## src/rtl/sync_pkg.sv

```systemverilog
// Shared state encodings and field widths for the SOP acquisition controller.
package sync_pkg;

    localparam int FRAME_W = 24;
    localparam int SOP_W   = 19;
    localparam int TALLY_W = 8;
    localparam int MISS_W  = 4;

    localparam logic [2:0] ST_IDLE   = 3'd0;
    localparam logic [2:0] ST_TRAIN  = 3'd1;
    localparam logic [2:0] ST_VERIFY = 3'd2;
    localparam logic [2:0] ST_LOCK   = 3'd3;
    localparam logic [2:0] ST_HOLD   = 3'd4;

    typedef enum logic [2:0] {
        S_IDLE   = ST_IDLE,
        S_TRAIN  = ST_TRAIN,
        S_VERIFY = ST_VERIFY,
        S_LOCK   = ST_LOCK,
        S_HOLD   = ST_HOLD
    } sync_state_e;

    function automatic logic is_tracking(input logic [2:0] st);
        return (st == ST_LOCK) || (st == ST_HOLD);
    endfunction

endpackage

```

## src/rtl/sync_flywheel.sv

```systemverilog
// Free-running SOP phase counter with the acceptance window around phase 0;
// flags accepted SOPs and windows that closed without one.
module sync_flywheel
    import sync_pkg::*;
#(
    parameter int pWIN = 16
) (
    input  logic             iclk,
    input  logic             ireset,
    input  logic [SOP_W-1:0] time_sop,
    input  logic             active,
    input  logic             run,
    input  logic             load,
    input  logic             sop_vrf,
    output logic             accept,
    output logic             miss,
    output logic             sop
);

    localparam int           XW  = SOP_W + 1;
    localparam logic [XW-1:0] WIN = XW'(pWIN);

    logic [SOP_W-1:0] phase_q;
    logic [SOP_W-1:0] phase_d;
    logic             sop_seen_q;
    logic [XW-1:0]    phase_x;
    logic [XW-1:0]    period_x;
    logic [XW-1:0]    phase_inc;
    logic             win_open;
    logic             win_close;

    // One extra bit so period - WIN cannot wrap into a bogus small threshold.
    assign phase_x   = {1'b0, phase_q};
    assign period_x  = {1'b0, time_sop};
    assign phase_inc = phase_x + XW'(1);
    assign win_open  = (phase_x <= WIN) || (period_x <= WIN) || (phase_x >= period_x - WIN);
    assign win_close = (phase_x == WIN + XW'(1));

    assign accept = active && sop_vrf && win_open;
    assign miss   = active && win_close && !sop_seen_q && !accept;

    // NOTE: every variable driven here gets a default first, so no path leaves it unassigned and no latch is inferred.
    always_comb begin
        phase_d = '0;
        if (run) begin
            if (load || accept) begin
                phase_d = SOP_W'(1);
            end else if (phase_inc >= period_x) begin
                phase_d = '0;
            end else begin
                phase_d = phase_inc[SOP_W-1:0];
            end
        end
    end

    // NOTE: sequential state uses non-blocking assignments so every flop samples pre-edge values.
    always_ff @(posedge iclk or negedge ireset) begin
        if (!ireset) begin
            phase_q    <= '0;
            sop_seen_q <= 1'b0;
            sop        <= 1'b0;
        end else begin
            phase_q <= phase_d;
            sop     <= run && (phase_d == '0);
            if (!run) begin
                sop_seen_q <= 1'b0;
            end else if (load || accept) begin
                sop_seen_q <= 1'b1;
            end else if (win_close) begin
                sop_seen_q <= 1'b0;
            end
        end
    end

endmodule

```

## src/rtl/sync_acq_ctrl.sv

```systemverilog
// Acquisition controller: trains and verifies the detector, then tracks SOP
// with a flywheel and falls back to training after repeated misses.
module sync_acq_ctrl
    import sync_pkg::*;
#(
    parameter int pWIN       = 16,
    parameter int pMISS_MAX  = 4,
    parameter int pTO_FRAMES = 8
) (
    input  logic               iclk,
    input  logic               ireset,
    input  logic               istart,
    input  logic               imode,
    input  logic [FRAME_W-1:0] iframe_time,
    input  logic [SOP_W-1:0]   itime_sop,
    input  logic               isop,
    input  logic               isop_vrf,
    input  logic               itrh_hold,
    input  logic               ivrf_val,
    output logic               odet_ena,
    output logic               otrh_auto,
    output logic               osync_mode,
    output logic               osop,
    output logic               olock,
    output logic [2:0]         ostate,
    output logic [MISS_W-1:0]  omiss_cnt
);

    localparam logic [TALLY_W:0] TO_LIMIT   = (TALLY_W + 1)'(pTO_FRAMES);
    localparam logic [MISS_W:0]  MISS_LIMIT = (MISS_W + 1)'(pMISS_MAX);

    logic [2:0]         state_q;
    logic [2:0]         state_d;
    logic [FRAME_W-1:0] frame_cnt_q;
    logic [TALLY_W-1:0] tally_q;
    logic [MISS_W-1:0]  miss_cnt_q;
    logic [7:0]         raw_sop_cnt_q;
    logic               tracking;
    logic               run_next;
    logic               fw_load;
    logic               fw_accept;
    logic               fw_miss;
    logic               frame_wrap;
    logic               timeout;
    logic               miss_limit_hit;
    logic               status_unused;

    assign tracking       = is_tracking(state_q);
    assign run_next       = is_tracking(state_d);
    assign frame_wrap     = ({1'b0, frame_cnt_q} + (FRAME_W + 1)'(1)) >= {1'b0, iframe_time};
    assign timeout        = frame_wrap && (({1'b0, tally_q} + (TALLY_W + 1)'(1)) >= TO_LIMIT);
    assign miss_limit_hit = ({1'b0, miss_cnt_q} + (MISS_W + 1)'(1)) >= MISS_LIMIT;

    assign ostate        = state_q;
    assign omiss_cnt     = miss_cnt_q;
    assign status_unused = ^raw_sop_cnt_q;

    always_comb begin
        state_d = state_q;
        fw_load = 1'b0;
        case (state_q)
            ST_IDLE:   state_d = ST_TRAIN;
            ST_TRAIN: begin
                if (itrh_hold)    state_d = ST_VERIFY;
                else if (timeout) state_d = ST_IDLE;
            end
            ST_VERIFY: begin
                if (ivrf_val && isop_vrf) begin
                    state_d = ST_LOCK;
                    fw_load = 1'b1;
                end else if (timeout) begin
                    state_d = ST_IDLE;
                end
            end
            ST_LOCK: begin
                if (fw_miss) state_d = ST_HOLD;
            end
            ST_HOLD: begin
                if (fw_accept)                      state_d = ST_LOCK;
                else if (fw_miss && miss_limit_hit) state_d = ST_TRAIN;
            end
            default:   state_d = ST_IDLE;
        endcase
        // Dropping istart wins over every other transition.
        if (!istart) begin
            state_d = ST_IDLE;
            fw_load = 1'b0;
        end
    end

    sync_flywheel #(
        .pWIN(pWIN)
    ) u_flywheel (
        .iclk     (iclk),
        .ireset   (ireset),
        .time_sop (itime_sop),
        .active   (tracking),
        .run      (run_next),
        .load     (fw_load),
        .sop_vrf  (isop_vrf),
        .accept   (fw_accept),
        .miss     (fw_miss),
        .sop      (osop)
    );

    always_ff @(posedge iclk or negedge ireset) begin
        if (!ireset) begin
            state_q       <= ST_IDLE;
            frame_cnt_q   <= '0;
            tally_q       <= '0;
            miss_cnt_q    <= '0;
            raw_sop_cnt_q <= '0;
            osync_mode    <= 1'b0;
            olock         <= 1'b0;
            odet_ena      <= 1'b0;
            otrh_auto     <= 1'b0;
        end else begin
            state_q   <= state_d;
            olock     <= run_next;
            odet_ena  <= (state_d != ST_IDLE);
            otrh_auto <= (state_d != ST_IDLE);

            if (state_q == ST_IDLE && istart) begin
                osync_mode <= imode;
            end

            if (fw_load || fw_accept) begin
                miss_cnt_q <= '0;
            end else if (fw_miss && (miss_cnt_q != '1)) begin
                miss_cnt_q <= miss_cnt_q + MISS_W'(1);
            end

            // Frame timing restarts with every state entry.
            if (state_d != state_q) begin
                frame_cnt_q <= '0;
                tally_q     <= '0;
            end else if (frame_wrap) begin
                frame_cnt_q <= '0;
                if (tally_q != '1) tally_q <= tally_q + TALLY_W'(1);
            end else begin
                frame_cnt_q <= frame_cnt_q + FRAME_W'(1);
            end

            if (isop) begin
                raw_sop_cnt_q <= raw_sop_cnt_q + 8'd1;
            end
        end
    end

endmodule

```

## config.mk

```make
export PLATFORM = sky130hd
export DESIGN_NAME = sync_acq_ctrl
export DESIGN_NICKNAME = d
export VERILOG_FILES = /design/src/rtl/sync_pkg.sv /design/src/rtl/sync_flywheel.sv /design/src/rtl/sync_acq_ctrl.sv
export SDC_FILE = /design/constraint.sdc
export NUM_CORES = 1
export LEC_CHECK = 0
export BUFFER_PORTS_ARGS = -buffer_cell sky130_fd_sc_hd__clkbuf_2
export CAP_MARGIN = 0
export CORE_MARGIN = 5
export CORE_UTILIZATION = 57
export CTS_BUF_LIST = sky130_fd_sc_hd__clkbuf_4 sky130_fd_sc_hd__clkbuf_8
export DETAILED_ROUTE_END_ITERATION = 16
export PLACE_DENSITY = 0.77
export SETUP_SLACK_MARGIN = 0.4
export SLEW_MARGIN = 10
export SYNTH_ARGS = -nofsm -noshare
export SYNTH_HDL_FRONTEND = slang
export SYNTH_SLANG_ARGS = --single-unit
export TNS_END_PERCENT = 5
```

## constraint.sdc

```tcl
create_clock -name iclk -period 5.4 [get_ports iclk]
set_clock_uncertainty 0.2 [all_clocks]
set_input_delay 0.27 -clock iclk [delete_from_list [all_inputs] [get_ports iclk]]
set_output_delay 0.27 -clock iclk [all_outputs]
set_load 0.01 [all_outputs]
```

* After elaboration in Yosys (flattened, before gate mapping)
Index checks and enable logic that the tools add are counted.
Word-level totals: register bits after elaboration 63, bits of input ports 51, output and inout port bits 12, logic and storage cells 85
Operators by class: add/subtract/negate cells 8, $lt $le $gt $ge 7, equality and inequality tests 11, muxes and demuxes 24, reduce and logical (&&, ||, !) cells 25
Operator list (number):
- 19-bit two-way mux | 3
- 24-bit two-way mux | 2
- 19-bit by 5-bit less-or-equal comparator with 1-bit output, second input constant | 2
- 24-bit by 1-bit adder with 25-bit output, second input constant | 1
- 25-bit by 24-bit >= comparator with 1-bit output | 1
- 24-bit by 1-bit adder with 24-bit output, second input constant | 1
- 8-bit two-way mux | 3
- 3-bit two-way mux | 7
- 19-bit by 1-bit adder with 20-bit output, second input constant | 1
- 19-bit by 20-bit >= comparator with 1-bit output | 1
- 20-bit by 19-bit >= comparator with 1-bit output | 1
- 19-bit by 5-bit subtractor with 20-bit output, second input constant | 1
- 19-bit by 5-bit == test with 1-bit output, second input constant | 1
- 19-bit zero test | 1
- 3-bit case mux with 5 select lines | 1
- 1-bit logical AND | 11
- 8-bit by 1-bit adder with 9-bit output, second input constant | 1
- 3-bit by 2-bit == test with 1-bit output, second input constant | 3
- 9-bit by 4-bit >= comparator with 1-bit output, second input constant | 1
- 8-bit by 1-bit adder with 8-bit output, second input constant | 1
- 4-bit two-way mux | 2
- 8-bit inequality test, second input constant | 1
- 3-bit == test, second input constant | 2
- 1-bit two-way mux | 6
- 13 further kinds | 20

* Longest topological paths before layout
depth in word-level cells 16, gate-level depth with buffers 18, depth with buffers taken out 16

* Hierarchy
From an unflattened synthesis, not the netlist that was laid out.
Second synthesis, totals: cells, all modules 644, area, all modules 5601.6 µm²
Modules (own cells, without submodules):
- sync_acq_ctrl | times used 1, cells an instance 338, area an instance 2991.6 µm², seq. area each 1051.0 µm²
- sync_flywheel | times used 1, cells an instance 306, area an instance 2610.0 µm², seq. area each 525.5 µm²

* Worst setup path after synthesis
Ideal clock, no wire load.
path kind register -> register, start register u_flywheel.phase_q[0], end register u_flywheel.phase_q[13], setup time 0.073 ns, arrival 3.697 ns, required time 5.127 ns, slack 1.430 ns, cell stages (with the launch flop) 17, buffers on the path 1, clock period less this slack 3.970 ns, cell sequence dfrtp_1 > inv_1 > nor3_1 > nand2_1 > nor3_1 > xor2_1 > ha_1 > a21oi_1 > o21ai_0 > a311o_1 > a221oi_1 > o21ai_0 > a31o_2 > nor2_1 > a31oi_4 > buf_2 > nor2b_1
On the way: longest elaborated chain between the ends 14
Ends and longest elaborated chain:
- start, declared | RTL line sync_flywheel.sv:23 | logic [SOP_W-1:0] phase_q;
- start signal, assigned | RTL line sync_flywheel.sv:63 | phase_q <= phase_d;
- 19-bit by 5-bit less-or-equal comparator with 1-bit output | RTL line sync_flywheel.sv:36 | assign win_open = (phase_x <= WIN) || (period_x <= WIN) || (phase_x >= period_x - WIN);
- 1-bit logical OR (2 in a row) | RTL line sync_flywheel.sv:36
- 1-bit logical AND | RTL line sync_flywheel.sv:39 | assign accept = active && sop_vrf && win_open;
- 1-bit zero test | RTL line sync_flywheel.sv:40 | assign miss = active && win_close && !sop_seen_q && !accept;
- 1-bit logical AND | RTL line sync_flywheel.sv:40
- 1-bit logical AND | RTL line sync_acq_ctrl.sv:80 | else if (fw_miss && miss_limit_hit) state_d = ST_TRAIN;
- 3-bit two-way mux | RTL line sync_acq_ctrl.sv:80
- 3-bit two-way mux | RTL line sync_acq_ctrl.sv:79 | if (fw_accept) state_d = ST_LOCK;
- 3-bit case mux with 5 select lines | RTL line sync_acq_ctrl.sv:61 | case (state_q)
- 3-bit two-way mux | RTL line sync_acq_ctrl.sv:85 | if (!istart) begin
- 3-bit by 2-bit == test with 1-bit output / 3-bit == test (equally long branches) | RTL line sync_pkg.sv:24 | return (st == ST_LOCK) || (st == ST_HOLD);
- 1-bit logical OR | RTL line sync_pkg.sv:24
- 19-bit two-way mux (*) | RTL line sync_flywheel.sv:45 | if (run) begin
- net u_flywheel.phase_d[13] | RTL line sync_flywheel.sv:24 | logic [SOP_W-1:0] phase_d;
The timed path passes the listed nets; every way through them passes the cells marked *. A chain may end at the register's enable or synchronous reset.

* Worst setup path after layout
start register frame_cnt_q[0], end register frame_cnt_q[13]
On the way: longest elaborated chain between the ends 9
Ends and longest elaborated chain:
- start, declared | RTL line sync_acq_ctrl.sv:34 | logic [FRAME_W-1:0] frame_cnt_q;
- start signal, assigned | RTL line sync_acq_ctrl.sv:141 | frame_cnt_q <= frame_cnt_q + FRAME_W'(1);
- 24-bit by 1-bit adder with 25-bit output | RTL line sync_acq_ctrl.sv:50 | assign frame_wrap = ({1'b0, frame_cnt_q} + (FRAME_W + 1)'(1)) >= {1'b0, iframe_time};
- 25-bit by 24-bit >= comparator with 1-bit output | RTL line sync_acq_ctrl.sv:50
- 1-bit logical AND | RTL line sync_acq_ctrl.sv:51 | assign timeout = frame_wrap && (({1'b0, tally_q} + (TALLY_W + 1)'(1)) >= TO_LIMIT);
- 3-bit two-way mux | RTL line sync_acq_ctrl.sv:65, sync_acq_ctrl.sv:71
- 3-bit two-way mux (on tied branches) | RTL line sync_acq_ctrl.sv:68, sync_acq_ctrl.sv:64
- 3-bit case mux with 5 select lines | RTL line sync_acq_ctrl.sv:61
- 3-bit two-way mux | RTL line sync_acq_ctrl.sv:85
- 3-bit inequality test | RTL line sync_acq_ctrl.sv:134 | if (state_d != state_q) begin
- 24-bit two-way mux (*) | RTL line sync_acq_ctrl.sv:134
Every way passes the cells marked *; elsewhere a longest branch is shown, timed or not.

==> run_results.csv <==
group,metric,value,unit
setup_path,critPathCaptureType,"flop",
sta,finalHoldViolCount,0,
sta,finalCritPeriodShare,0.854,
routing,drtIter0Drc,202,
final_layout,final_cell_area,6100,sq um
setup_path,arrival,4640,ps
synth,synth_edf_count,0,
synth,ys_seq_area_frac,0.288,
final_layout,drive_above_1_share,0.183,
setup_path,criticalPathCategory,"flop to flop",
clock_tree,cts.sinks,63,
clock_tree,cts_buffers,9,
sta,layout_setup_ws,787,ps
synth,muxShareOfSynthArea,0.00939,
run,maxCapViolCount,0,
sta,fmax,0.217,GHz
power_and_ir_drop,powerDensity,185,nW/um^2
sta,rsz0062_at_grt,"false",
power_and_ir_drop,total_power,1.13,mW
sta,slew_headroom,0.468,
clock_tree,clk_latency,340,ps
sta,drv_slew,0,
synth,synth_flop_cell,"dfrtp_1",
floorplanning,fp.dieW,108,um
floorplanning,die_height,108,um
synth,synthTopCellsByArea,"dfrtp_1, ha_1, xnor2_1, nor2_1, inv_1",
final_layout,finalNetCount,817,
hold_path,hold_path_class,"primary input to flop",
sta,fin_tns_setup,0,ps
synth,syn-num-nets,748,
outcome,outcome,"finished clean",
synth,ys_warn_count,0,
final_layout,n_antenna_cell,0,
sta,period_needed,4610,ps
clock_tree,cts_setup_buffers,0,
placement,dp_slack,642,ps
global_routing,grt_max_degree,64,
floorplanning,rows,35,
routing,drt_first_pass_iters,4,
routing,wire_per_inst,15.3,um
global_routing,grt_pass1_wl,21200,um
synth,synth_fa_ha_area_frac,0.165,
clock_tree,root_buffer,"clkbuf_8",
synth,synth_xor_area_frac,0.0946,
sta,holdWs,177,ps
placement,portBuffers,61,
power_and_ir_drop,cellLeakagePower,3.05,nW
synth,synth.top_cell.area_share,0.288,
synth,synth_top_cell_by_area,"dfrtp_1",
synth,synth_seq_cells,63,
sta,finalSetupViolations,0,
power_and_ir_drop,ir_worst_vdd,0.169,mV
global_routing,first_global_vias,4813,
clock_tree,clkTransAtPathRegs,70,ps
synth,synth_top_family_by_area,"simple AND/OR/NAND/NOR gates",
floorplanning,coreArea,9280,sq um
clock_tree,cts_max_level,3,
placement,placed_cell_area,5900,sq um
routing,viasPerCell,5.67,
routing,dr_total_vias,4688,
synth,synthSimpleGateAreaFrac,0.265,
global_routing,grt_use_total,0.224,
placement,gp_congestion,0.902,
routing,drcViolationCount,0,
synth,synthArstFlopShare,1.00,
synth,synth_cells,625,
clock_tree,cts_max_path_buffers,2,
routing,ant_nets,0,
synth,syn_area_per_cell,8.74,sq um
synth,synth-compound-area-share,0.121,
setup_path,path_max_fanout,15,
global_routing,antenna_found_initial,0,
sta,tightest_slew,798,ps
floorplanning,ios,63,
clock_tree,cts_tree,"done",
setup_path,start_kind,"flop",
final_layout,area_delta_synth_final,11.6,%
synth,synth_cell_types,68,
global_routing,overflow,0,
routing,drt-total-wl,12600,um
placement,dpl.hpwl,10100,um
floorplanning,die_area,11600,sq um
synth,synth.cell_area,5470,sq um
floorplanning,initial_core_util,0.589,
setup_path,cp.required,5430,ps
## timing repair
action / CTS / global route
resized for setup: 0 / 3
setup endpoints to repair: 0 / 28
endpoints found under the hold margin: 64 / 0
hold buffers: 2 / 0
## worst max-delay path, cell delays in order (launching register included)
cell	delay (ps)
dfrtp_1	440
ha_1	210
nand3_1	190
nor2_1	130
buf_4	140
nand3_1	190
nor2_1	180
xor2_1	100
ha_1	320
nand4_1	160
a2111oi_0	390
o31ai_1	140
a31oi_1	300
o21ai_1	180
a2111oi_1	520
a2111oi_2	110
nand3_4	260
buf_4	270
nor2b_2	60
## cell families after synthesis
family                   count (synthesis)
AO/OA/AOI/OAI                           90
XOR/XNOR                                59
adder cells (fa/ha/maj)                 72
buffers and inverters                   75
flip-flops                              63
multiplexers                             5
AND/OR/NAND/NOR                        261
## synthesized netlist by cell type (3+ instances only)
master     number
ha_1           72
nor2_1         67
inv_1          65
dfrtp_1        63
xnor2_1        39
nand2_1        37
nand3_1        36
a21oi_1        27
nand4_1        26
xor2_1         20
nor2b_2        17
nor3_1         16
nor2b_1        12
o21ai_0        12
a31oi_1         6
and3_1          6
nor4_1          6
or3_1           6
a21o_1          5
and4_1          4
clkbuf_1        4
mux2i_1         4
nand2b_1        4
o31ai_1         4
a21boi_0        3
a221oi_1        3
and2b_2         3
buf_6           3
nor4_4          3
o2111ai_1       3
or2_2           3
## state kept, by name, indices dropped and copies added (netlist names), 3 cells and up
| register | flops |
|---|---|
| u_flywheel.phase_q | 19 |
| tally_q | 8 |
| ostate | 3 |
| omiss_cnt | 4 |
| frame_cnt_q | 24 |
## cell usage in the layout (no fill, tap or decap), drive strengths merged, types with 4 or more instances in the layout
cell	n
a2111oi	4
a21o	5
a21oi	28
a221oi	4
a31oi	7
and2b	4
and3	6
and4	4
buf	5
clkbuf	72
dfrtp	63
ha	72
inv	65
mux2i	4
nand2	37
nand2b	4
nand3	37
nand4	26
nor2	69
nor2b	30
nor3	17
nor4	9
o21ai	12
o31ai	4
or3	6
xnor2	39
xor2	20
## where the power goes
part	leakage (nW)	switching (mW)	total, mW	internal, mW
clock network	0.0884	0.181	0.360	0.179
logic	2.09	0.156	0.252	0.0959
registers	0.871	0.0239	0.514	0.490
total	3.05	0.361	1.13	0.765
## stage by stage
stage / utilization / std cells
floorplan: - / 625
global placement: 0.636 / 810
detailed placement: 0.636 / 810
CTS: 0.656 / 827
global route: 0.657 / 827
finish: 0.657 / 827
## area by class of cell
type	instances	area, sq um
repair buffers	68	363
flip-flops and latches	63	1580
well taps	129	161
multi-input cells	487	3590
clock inverters	4	22.5
fillers	804	3180
clock buffers	11	145
inverters	65	244
## worst paths after layout
kind,from,end,slack (ps),cells after the start
min in group asynchronous,ireset,u_flywheel.phase_q[13],440,3
worst max-delay path,frame_cnt_q[0],frame_cnt_q[13],790,18
worst min-delay path,istart,ostate[0],180,3
worst max register to register,frame_cnt_q[0],frame_cnt_q[13],790,18
worst min register to register,osync_mode,osync_mode,310,1
max in group asynchronous,ireset,tally_q[4],4030,3
## metal layers
metal / vias up / share of wire / global-route usage
met5: - / 0 / 0
met4: 0 / 0.011 / 0.0532
met3: 16 / 0.063 / 0.0480
met2: 138 / 0.48 / 0.384
met1: 2201 / 0.44 / 0.288
li1: 2333 / - / -
Power figures use the tool's default switching activity.
